File: src/rtl/button_counter.sv
// Two-button up/down counter with sync, debounce and hold-to-repeat per button.
// Define BCD_MODE_EN for decimal digits (0-9 per nibble); default is plain binary.
module button_counter #(
    parameter int DIGITS          = 4,
    parameter int FREQ            = 27_000_000,
    parameter int DEBOUNCE_MS     = 10,
    parameter int REPEAT_DELAY_MS = 500,
    parameter int REPEAT_RATE_MS  = 100
) (
    input  logic                  i_clk,
    input  logic                  i_rst_n,
    input  logic                  i_up_button,
    input  logic                  i_down_button,
    output logic [4*DIGITS-1:0]   o_number,
    output logic                  o_step
);

    localparam int DB_TICKS = FREQ / 1000 * DEBOUNCE_MS;
    localparam int RD_TICKS = FREQ / 1000 * REPEAT_DELAY_MS;
    localparam int RR_TICKS = FREQ / 1000 * REPEAT_RATE_MS;
    localparam int NW       = 4 * DIGITS;
    localparam int DBW      = $clog2(DB_TICKS + 1);
    localparam int TMR_MAX  = (RD_TICKS > RR_TICKS) ? RD_TICKS : RR_TICKS;
    localparam int TW       = $clog2(TMR_MAX + 1);

    localparam logic [DBW-1:0] DB_LAST = DBW'(DB_TICKS - 1);
    localparam logic [TW-1:0]  RD_LAST = TW'(RD_TICKS - 1);
    localparam logic [TW-1:0]  RR_LAST = TW'(RR_TICKS - 1);

    typedef enum logic [1:0] {IDLE, HELD, REPEAT} state_e;

    // Index 0 is the up button, index 1 the down button.
    logic [1:0]     raw_n;
    logic [1:0]     sync1_q, sync2_q;
    logic [1:0]     pressed_q, pressed_d;
    logic [1:0]     other_pressed;
    logic [DBW-1:0] db_cnt_q [2];
    logic [DBW-1:0] db_cnt_d [2];
    state_e         state_q  [2];
    state_e         state_d  [2];
    logic [TW-1:0]  tmr_q    [2];
    logic [TW-1:0]  tmr_d    [2];
    logic [1:0]     step_req;
    logic [NW-1:0]  number_q, number_d;
    logic           step_q, step_d;

    assign raw_n         = {i_down_button, i_up_button};
    assign other_pressed = {pressed_q[0], pressed_q[1]};

`ifdef BCD_MODE_EN
    function automatic logic [NW-1:0] num_inc(input logic [NW-1:0] v);
        logic [NW-1:0] r;
        logic          carry;
        r     = v;
        carry = 1'b1;
        for (int d = 0; d < DIGITS; d++) begin
            if (carry) begin
                if (v[4*d +: 4] == 4'd9) begin
                    r[4*d +: 4] = 4'd0;
                end else begin
                    r[4*d +: 4] = v[4*d +: 4] + 4'd1;
                    carry       = 1'b0;
                end
            end
        end
        return r;
    endfunction

    function automatic logic [NW-1:0] num_dec(input logic [NW-1:0] v);
        logic [NW-1:0] r;
        logic          borrow;
        r      = v;
        borrow = 1'b1;
        for (int d = 0; d < DIGITS; d++) begin
            if (borrow) begin
                if (v[4*d +: 4] == 4'd0) begin
                    r[4*d +: 4] = 4'd9;
                end else begin
                    r[4*d +: 4] = v[4*d +: 4] - 4'd1;
                    borrow      = 1'b0;
                end
            end
        end
        return r;
    endfunction
`else
    function automatic logic [NW-1:0] num_inc(input logic [NW-1:0] v);
        return v + NW'(1);
    endfunction

    function automatic logic [NW-1:0] num_dec(input logic [NW-1:0] v);
        return v - NW'(1);
    endfunction
`endif

    // Debounce: flip only after DB_TICKS consecutive disagreeing samples.
    always_comb begin
        pressed_d = pressed_q;
        for (int b = 0; b < 2; b++) begin
            db_cnt_d[b] = '0;
            if (sync2_q[b] == pressed_q[b]) begin
                if (db_cnt_q[b] == DB_LAST) begin
                    pressed_d[b] = ~pressed_q[b];
                end else begin
                    db_cnt_d[b] = db_cnt_q[b] + DBW'(1);
                end
            end
        end
    end

    // Both pressed parks both FSMs in HELD with cleared timers and no steps.
    always_comb begin
        step_req = '0;
        for (int b = 0; b < 2; b++) begin
            state_d[b] = state_q[b];
            tmr_d[b]   = '0;
            if (!pressed_q[b]) begin
                state_d[b] = IDLE;
            end else if (other_pressed[b]) begin
                state_d[b] = HELD;
            end else begin
                case (state_q[b])
                    IDLE: begin
                        state_d[b]  = HELD;
                        step_req[b] = 1'b1;
                    end
                    HELD: begin
                        if (tmr_q[b] == RD_LAST) begin
                            state_d[b]  = REPEAT;
                            step_req[b] = 1'b1;
                        end else begin
                            tmr_d[b] = tmr_q[b] + TW'(1);
                        end
                    end
                    REPEAT: begin
                        if (tmr_q[b] == RR_LAST) begin
                            step_req[b] = 1'b1;
                        end else begin
                            tmr_d[b] = tmr_q[b] + TW'(1);
                        end
                    end
                    default: state_d[b] = IDLE;
                endcase
            end
        end
    end

    always_comb begin
        number_d = number_q;
        step_d   = 1'b0;
        if (step_req[0]) begin
            number_d = num_inc(number_q);
            step_d   = 1'b1;
        end else if (step_req[1]) begin
            number_d = num_dec(number_q);
            step_d   = 1'b1;
        end
    end

    always_ff @(posedge i_clk or negedge i_rst_n) begin
        if (!i_rst_n) begin
            sync1_q   <= 2'b11;
            sync2_q   <= 2'b11;
            pressed_q <= 2'b00;
            number_q  <= '0;
            step_q    <= 1'b0;
            for (int b = 0; b < 2; b++) begin
                db_cnt_q[b] <= '0;
                state_q[b]  <= IDLE;
                tmr_q[b]    <= '0;
            end
        end else begin
            sync1_q   <= raw_n;
            sync2_q   <= sync1_q;
            pressed_q <= pressed_d;
            number_q  <= number_d;
            step_q    <= step_d;
            for (int b = 0; b < 2; b++) begin
                db_cnt_q[b] <= db_cnt_d[b];
                state_q[b]  <= state_d[b];
                tmr_q[b]    <= tmr_d[b];
            end
        end
    end

    assign o_number = number_q;
    assign o_step   = step_q;

endmodule

File: config.mk
export PLATFORM = sky130hd
export DESIGN_NAME = button_counter
export DESIGN_NICKNAME = d
export VERILOG_FILES = /design/src/rtl/button_counter.sv
export SDC_FILE = /design/constraint.sdc
export NUM_CORES = 1
export LEC_CHECK = 0
export ABC_AREA = 1
export ABC_CLOCK_PERIOD_IN_PS = 2900
export CAP_MARGIN = 40
export CORE_MARGIN = 2
export CORE_UTILIZATION = 40
export DETAILED_ROUTE_END_ITERATION = 10
export PLACE_DENSITY = 0.56
export SLEW_MARGIN = 25
export SYNTH_ARGS = -nofsm -noshare
export SYNTH_HDL_FRONTEND = slang
export SYNTH_SLANG_ARGS = --single-unit
File: constraint.sdc
create_clock -name i_clk -period 2.9 [get_ports i_clk]
set_input_delay 0.87 -clock i_clk [delete_from_list [all_inputs] [get_ports i_clk]]
set_output_delay 0.87 -clock i_clk [all_outputs]
set_load 0.005 [all_outputs]
==> summary.txt <==
Routing
  • Vias per inst: 4.879
  • Vias: 5909
  • Routed WL: ~16000 µm
  • Avg WL per Cell: ~13 µm
  • DRC: 0
  • DRT iter0 DRCs: between 400 and 500
  • Post-DRT Antenna Nets: 0
  • 1st-pass router iterations: 6

Yosys
  • Top post-synthesis cells by area: dfrtp_1, nand2_1, nor2_1, inv_1, xor2_1
  • Async set-or-reset flop fraction in the synthesized netlist: 100.0%
  • Synth unique cells: 43
  • Commonest cells in the netlist: nand2_1, nor2_1, inv_1, dfrtp_1, nand3_1
  • Synth Register Bits: about 110
  • Post-synthesis cell count: ~920
  • Net Count, Synth: about 960
  • Number of synthesized flops with an enable pin: 0
  • Main flop type after synthesis: dfrtp_1
  • Sequential fraction of the synthesis area: between 40% and 50%
  • Synthesized area: roughly 7000 µm²
  • Most frequent cell after synthesis: nand2_1
  • Syn_area_per_cell: 7.533 µm²
  • Synth warn: 0
  • Cell taking the most area after synthesis: dfrtp_1
  • Share of the synthesized area in the top cell type: 39.23%

Power and ir drop
  • PwrDens: 449.1 nW/µm²
  • VDD IR max: around 0.40 mV
  • LEAKAGE: between 3 and 4 nW

Layout
  • Finished Core Util: between 40% and 50%
  • Diode count: 0
  • Nets: roughly 1000
  • Layout area overhead: 19.90%
  • Layout cells sized above 1: between 10% and 20%
  • Post-route design area: approximately 8300 µm²

Worst setup path
  • Arrival @ worst endpoint: 3.09 ns
  • WP data required: around 3.3 ns
  • Critical path class: flop to flop
  • Critical path peak fanout: 7
  • Kind of end point of the critical path: flop
  • Startpoint types: flop
  • CP Launch Point: tmr_q[24]
  • Worst R2R Start: tmr_q[24]

Timing
  • Worst setup margin: about 0.16 ns
  • FMAX: 0.3650 GHz
  • Fin crit share: roughly 94%
  • Hold Vio Cnt, Final: 0
  • Skew final: around 0.011 ns
  • WHS: 0.3489 ns
  • Tmin final: 2.740 ns
  • Max_slew headroom: 65.70%
  • Slew Viols, Final: 0
  • Final setup vio count: 0
  • Worst-Margin Slew: just over 0.5 ns

Floorplan
  • DIE WIDTH: 135.8 µm
  • Core box area: between 15000 and 20000 µm²
  • Initial Util: approximately two fifths
  • Boundary Pins: 21
  • Die Ht: 135.8 µm
  • Die area: between 15000 and 20000 µm²
  • Row cnt: 48

Global route
  • Vias in the first global route: approximately 5500
  • Initial antenna violation count: 0
  • Tot GR Track Use: 17.76%
  • Pin count of the biggest net entering global routing: 56
  • Global-route congestion overflow total: 0
  • First-pass GRT wire length: around 26000 µm

CTS
  • Worst skew pair latency: ~0.42 ns
  • CTS clk-pin slew, worst paths: approximately 0.06 ns
  • CTS Root Cell: clkbuf_16
  • Post-CTS Hold Fix Bufs: 0
  • CTS tree: built
  • CTS Buf Count: 17
  • H-Tree Depth: 4
  • Clk buf depth: 2
  • Clock sinks: ~110

Placed design
  • Port bufs: 20
  • Area after DPL: around 7500 µm²
  • GP Congestion: between 0.8 and 0.9
  • Post-DP HPWL: 11120 µm
  • Pre-CTS setup slack: roughly 0.066 ns

Run status
  • Outcome: finished clean

Worst hold path
  • Worst hold start: sync1_q[1]
  • Hold WC Path Type: flop to flop

Flow run
  • Maxcap violations: 0
## flip-flops by register name (all words and copies together) (netlist names)
name	cells
tmr_q	48
db_cnt_q	38
o_number	16
state_q	4
pressed_q	2
sync1_q	2
sync2_q	2
o_step	1
## kinds of logic after synthesis
group           count (synthesis)  synth area share (%)
simple gates                  546                 35.69
fa+ha+maj                      29                 5.327
compound gates                 55                 4.337
xor+xnor                       52                 6.550
flops                         113                 40.74
buf+inv                       128                 7.360
## layer usage
| metal | up-vias | share of wire [%] | GRT usage (%) |
|---|---|---|---|
| met5 | - | 0 | 0 |
| met4 | 0 | 0.64 | 4.282 |
| met1 | 2732 | 51 | 25.77 |
| li1 | 3078 | - | - |
| met2 | 90 | 45 | 26.60 |
| met3 | 9 | 3.1 | 4.437 |
## critical path, stage by stage (launching register included)
cell	delay [ns]
dfrtp_1	0.39
ha_4	0.16
nand2_4	0.05
nor2_4	0.12
nand3_1	0.07
nor2_1	0.10
nand3_1	0.12
nand3_4	0.14
nand2_8	0.09
buf_12	0.17
ha_1	0.31
nand2_1	0.10
nand2_1	0.08
nand2_1	0.07
nand2_1	0.07
nand2_2	0.08
nand2_1	0.07
a21oi_2	0.12
nand3_1	0.14
nand2_2	0.11
nand2_1	0.05
nand2_1	0.05
## worst paths after layout
kind	to	slack (ns)	cells after the start
setup / recovery	o_number[15]	0.16	21
hold / removal	sync2_q[1]	0.35	0
setup reg to reg	o_number[15]	0.16	21
hold reg to reg	sync2_q[1]	0.35	0
max in group asynchronous	sync1_q[1]	1.88	2
min in group asynchronous	tmr_q[41]	0.36	1
## cell usage in the layout (no fill, tap or decap), types with 3 or more instances in the layout
| cell | instances |
|---|---|
| a21oi_1 | 21 |
| a21oi_2 | 3 |
| a31oi_1 | 4 |
| and2_1 | 4 |
| buf_4 | 17 |
| clkbuf_16 | 19 |
| clkdlybuf4s50_1 | 19 |
| clkinv_4 | 3 |
| dfrtp_1 | 108 |
| dfstp_2 | 4 |
| ha_1 | 21 |
| ha_4 | 5 |
| inv_1 | 115 |
| inv_2 | 3 |
| inv_6 | 5 |
| nand2_1 | 201 |
| nand2_2 | 9 |
| nand2_4 | 3 |
| nand3_1 | 64 |
| nand3_2 | 8 |
| nand3b_1 | 4 |
| nand4_1 | 25 |
| nor2_1 | 154 |
| nor2_2 | 10 |
| nor2_4 | 5 |
| nor3_1 | 28 |
| nor3_2 | 6 |
| nor3b_1 | 7 |
| nor4_1 | 11 |
| o21ai_0 | 17 |
| xnor2_1 | 9 |
| xor2_1 | 43 |
## final cells by class
| type | count | area (µm²) |
|---|---|---|
| fillers | 1728 | 8780 |
| multi-input cells | 683 | 3786 |
| flip-flops and latches | 113 | 2834 |
| inverters | 118 | 442.9 |
| clock buffers | 18 | 429.2 |
| repair buffers | 40 | 407.9 |
| well taps | 225 | 281.5 |
| clock inverters | 14 | 155.1 |
## repair_timing
item	4_1_cts	5_1_grt
endpoints found under the setup margin	0	10
resized for setup	0	36
setup buffers	0	8
## report_power, final
part / total, mW / leakage (nW) / internal (mW) / switching, mW
Sequential: 1.60 / 1.56 / 1.59 / 0.00938
Clock: 2.08 / 0.282 / 1.28 / 0.805
Combinational: 0.0650 / 1.76 / 0.0162 / 0.0489
Total: 3.74 / 3.60 / 2.88 / 0.863
## stage by stage
stage	setup TNS, ns	power (mW)	cells
floorplan	0	1.645	923
global placement	0	1.696	1168
detailed placement	0	1.697	1168
CTS	0	3.803	1200
global route	-0.04668	3.882	1211
finish	0	3.744	1211
No activity file was read; power rests on OpenSTA's default activity.
==> edit, RTL diff (same settings) <==
Add an input register stage for `i_down_button`, cleared by the reset; this delays it by one clock. The other inputs are not delayed to match.
--- a/src/rtl/button_counter.sv
+++ b/src/rtl/button_counter.sv
@@ -29,6 +29,16 @@
 
     typedef enum logic [1:0] {IDLE, HELD, REPEAT} state_e;
 
+    logic i_down_button_q;
+
+    always_ff @(posedge i_clk or negedge i_rst_n) begin
+        if (!i_rst_n) begin
+            i_down_button_q <= '0;
+        end else begin
+            i_down_button_q <= i_down_button;
+        end
+    end
+
     // Index 0 is the up button, index 1 the down button.
     logic [1:0]     raw_n;
     logic [1:0]     sync1_q, sync2_q;
@@ -44,7 +54,7 @@
     logic [NW-1:0]  number_q, number_d;
     logic           step_q, step_d;
 
-    assign raw_n         = {i_down_button, i_up_button};
+    assign raw_n         = {i_down_button_q, i_up_button};
     assign other_pressed = {pressed_q[0], pressed_q[1]};
 
 `ifdef BCD_MODE_EN
Behaviour: no difference found for any inputs over 10 cycles, from zero or initial values and one cycle with i_rst_n low; that may be too few to reach the edited logic, so the function may still have changed.
==> edit against the original RTL <==
Core utilization increased by 0.47 points. Setup slack got worse by 0.011 ns. Power increased by 4.3%. Cell area increased by 1.7%. Wire length increased by 4.1%. Area after synthesis increased by 0.99%. Count of clock-buffer cells in the layout increased by 3. Sequential cell count increased by 1. Critical endpoint unchanged.
==> edit: results (changes against the original RTL) <==
| Step | Result | Reported | vs unedited |
|:---|:---|:---|:---|
| routing | Total via count after detailed routing | 6014 | +1.8% |
| worst setup path | Critical path peak fanout | 8 | +1 |
| pwr | Leakage power of the design | 0.00362 uW | +0.48% |
| global route | GR Util All Layers | 0.183 | +0.00578 |
| logic synthesis | Post-Syn Nets | 960 | +0.42% |
| layout | Final nets | 1014 | +0.80% |
| layout | Ratio of cells with drive above 1 in the final layout | 0.115 | -0.00600 |
| logic synthesis | Register area share after synthesis | 0.407 | -0.000429 |
| global route | Met2 routing resource usage after global routing | 0.296 | +0.0296 |
| pwr | Max VDD drop | 0.396 mV | -0.82% |
| routing | DRT Pass-1 Iters | 4 | -2 |
| layout | Non-filler instance count after layout | 1219 | +0.66% |
| sta | Slew at the pin with the worst max-slew slack | 0.485 ns | -0.0280 ns |
| global route | Global-route track usage on met1 | 0.247 | -0.0107 |
| run status | Run status | completed |  |
| logic synthesis | Post-synthesis xor/xnor area fraction | 0.0711 | +0.00559 |
| logic synthesis | Synth top area cells | dfrtp_1 (39%), nand2_1 (10%), nor2_1 (8.4%), inv_1 (5.8%), xor2_1 (5.6%) |  |
| routing | DR WL met2 | 7.56 mm | +7.4% |
| logic synthesis | Post-synthesis compound-gate area fraction | 0.0381 | -0.00524 |
| logic synthesis | Synthesized instance count | 927 | +0.43% |
| global route | Global-route wire length before repair | 27.4 mm | +3.9% |
| logic synthesis | Post-Synth Adder-Cell Area | 0.0527 | -0.000522 |
| logic synthesis | Most numerous cell types in the synthesized netlist | nand2_1 (196), nor2_1 (158), dfrtp_1 (110) |  |
| place | Hpwl dp | 11.6 mm | +4.8% |
| place | Post-placement cell area | 7540 um^2 | +1.0% |
| pwr | Internal Dissipation | 3120 uW | +8.1% |
| min path | Hold Crit Class | input pin to async pin |  |
| routing | Starting DRT DRC Count | 317 | -22% |
## edit: cell types whose count changed after synthesis, moves of 5 or more
cell	unedited run	this run
nand2_1	208	196
inv_1	117	108
nor4_1	11	19
inv_2	1	7
nand3_1	69	75
a21oi_1	24	19
nand4_1	25	30
## edit: worst paths after layout
path	startpoint	to	slack (ns)	cells past startpoint
max in group asynchronous	i_rst_n	sync2_q[1]	1.89	2
min in group i_clk	sync1_q[0]	sync2_q[0]	0.36	0
max reg2reg	tmr_q[25]	o_number[15]	0.15	19
min	i_rst_n	tmr_q[19]	0.35	1
min reg2reg	sync1_q[0]	sync2_q[0]	0.36	0
max	tmr_q[25]	o_number[15]	0.15	19
## edit: worst max-delay path: stages (launching register included)
cell     delay (ns)
dfrtp_1        0.39
ha_4           0.16
nand2_2        0.06
nor2_4         0.13
nand3_1        0.09
nor2_2         0.17
nand3_2        0.10
nand3_4        0.11
nand2_8        0.10
buf_8          0.18
ha_1           0.30
nand2_2        0.07
inv_2          0.07
nand2_1        0.07
nor3_2         0.22
nand2_1        0.07
nand3_1        0.08
nand3_1        0.10
nand3_1        0.10
nand2_1        0.06
## edit: final cells by class
| cell class | count | area (um^2) | share of cell area |
|---|---|---|---|
| multi-input combinational | 688 | 3810 | 0.450 |
| sequential | 114 | 2860 | 0.337 |
| clock buffer | 21 | 470 | 0.0555 |
| timing repair buffer | 45 | 465 | 0.0549 |
| inverter | 115 | 432 | 0.0509 |
| tap | 225 | 282 | 0.0332 |
| clock inverter | 11 | 158 | 0.0186 |
## edit: power by group through the flow
stage / logic, uW / clock network, uW / registers, uW
after global routing: 75.9 / 2350 / 1610
after CTS: 68.0 / 2280 / 1610
after global placement: 68.0 / 0 / 1640
after floorplan: 19.7 / 0 / 1640
after detailed placement: 68.2 / 0 / 1640
final: 63.7 / 2230 / 1610
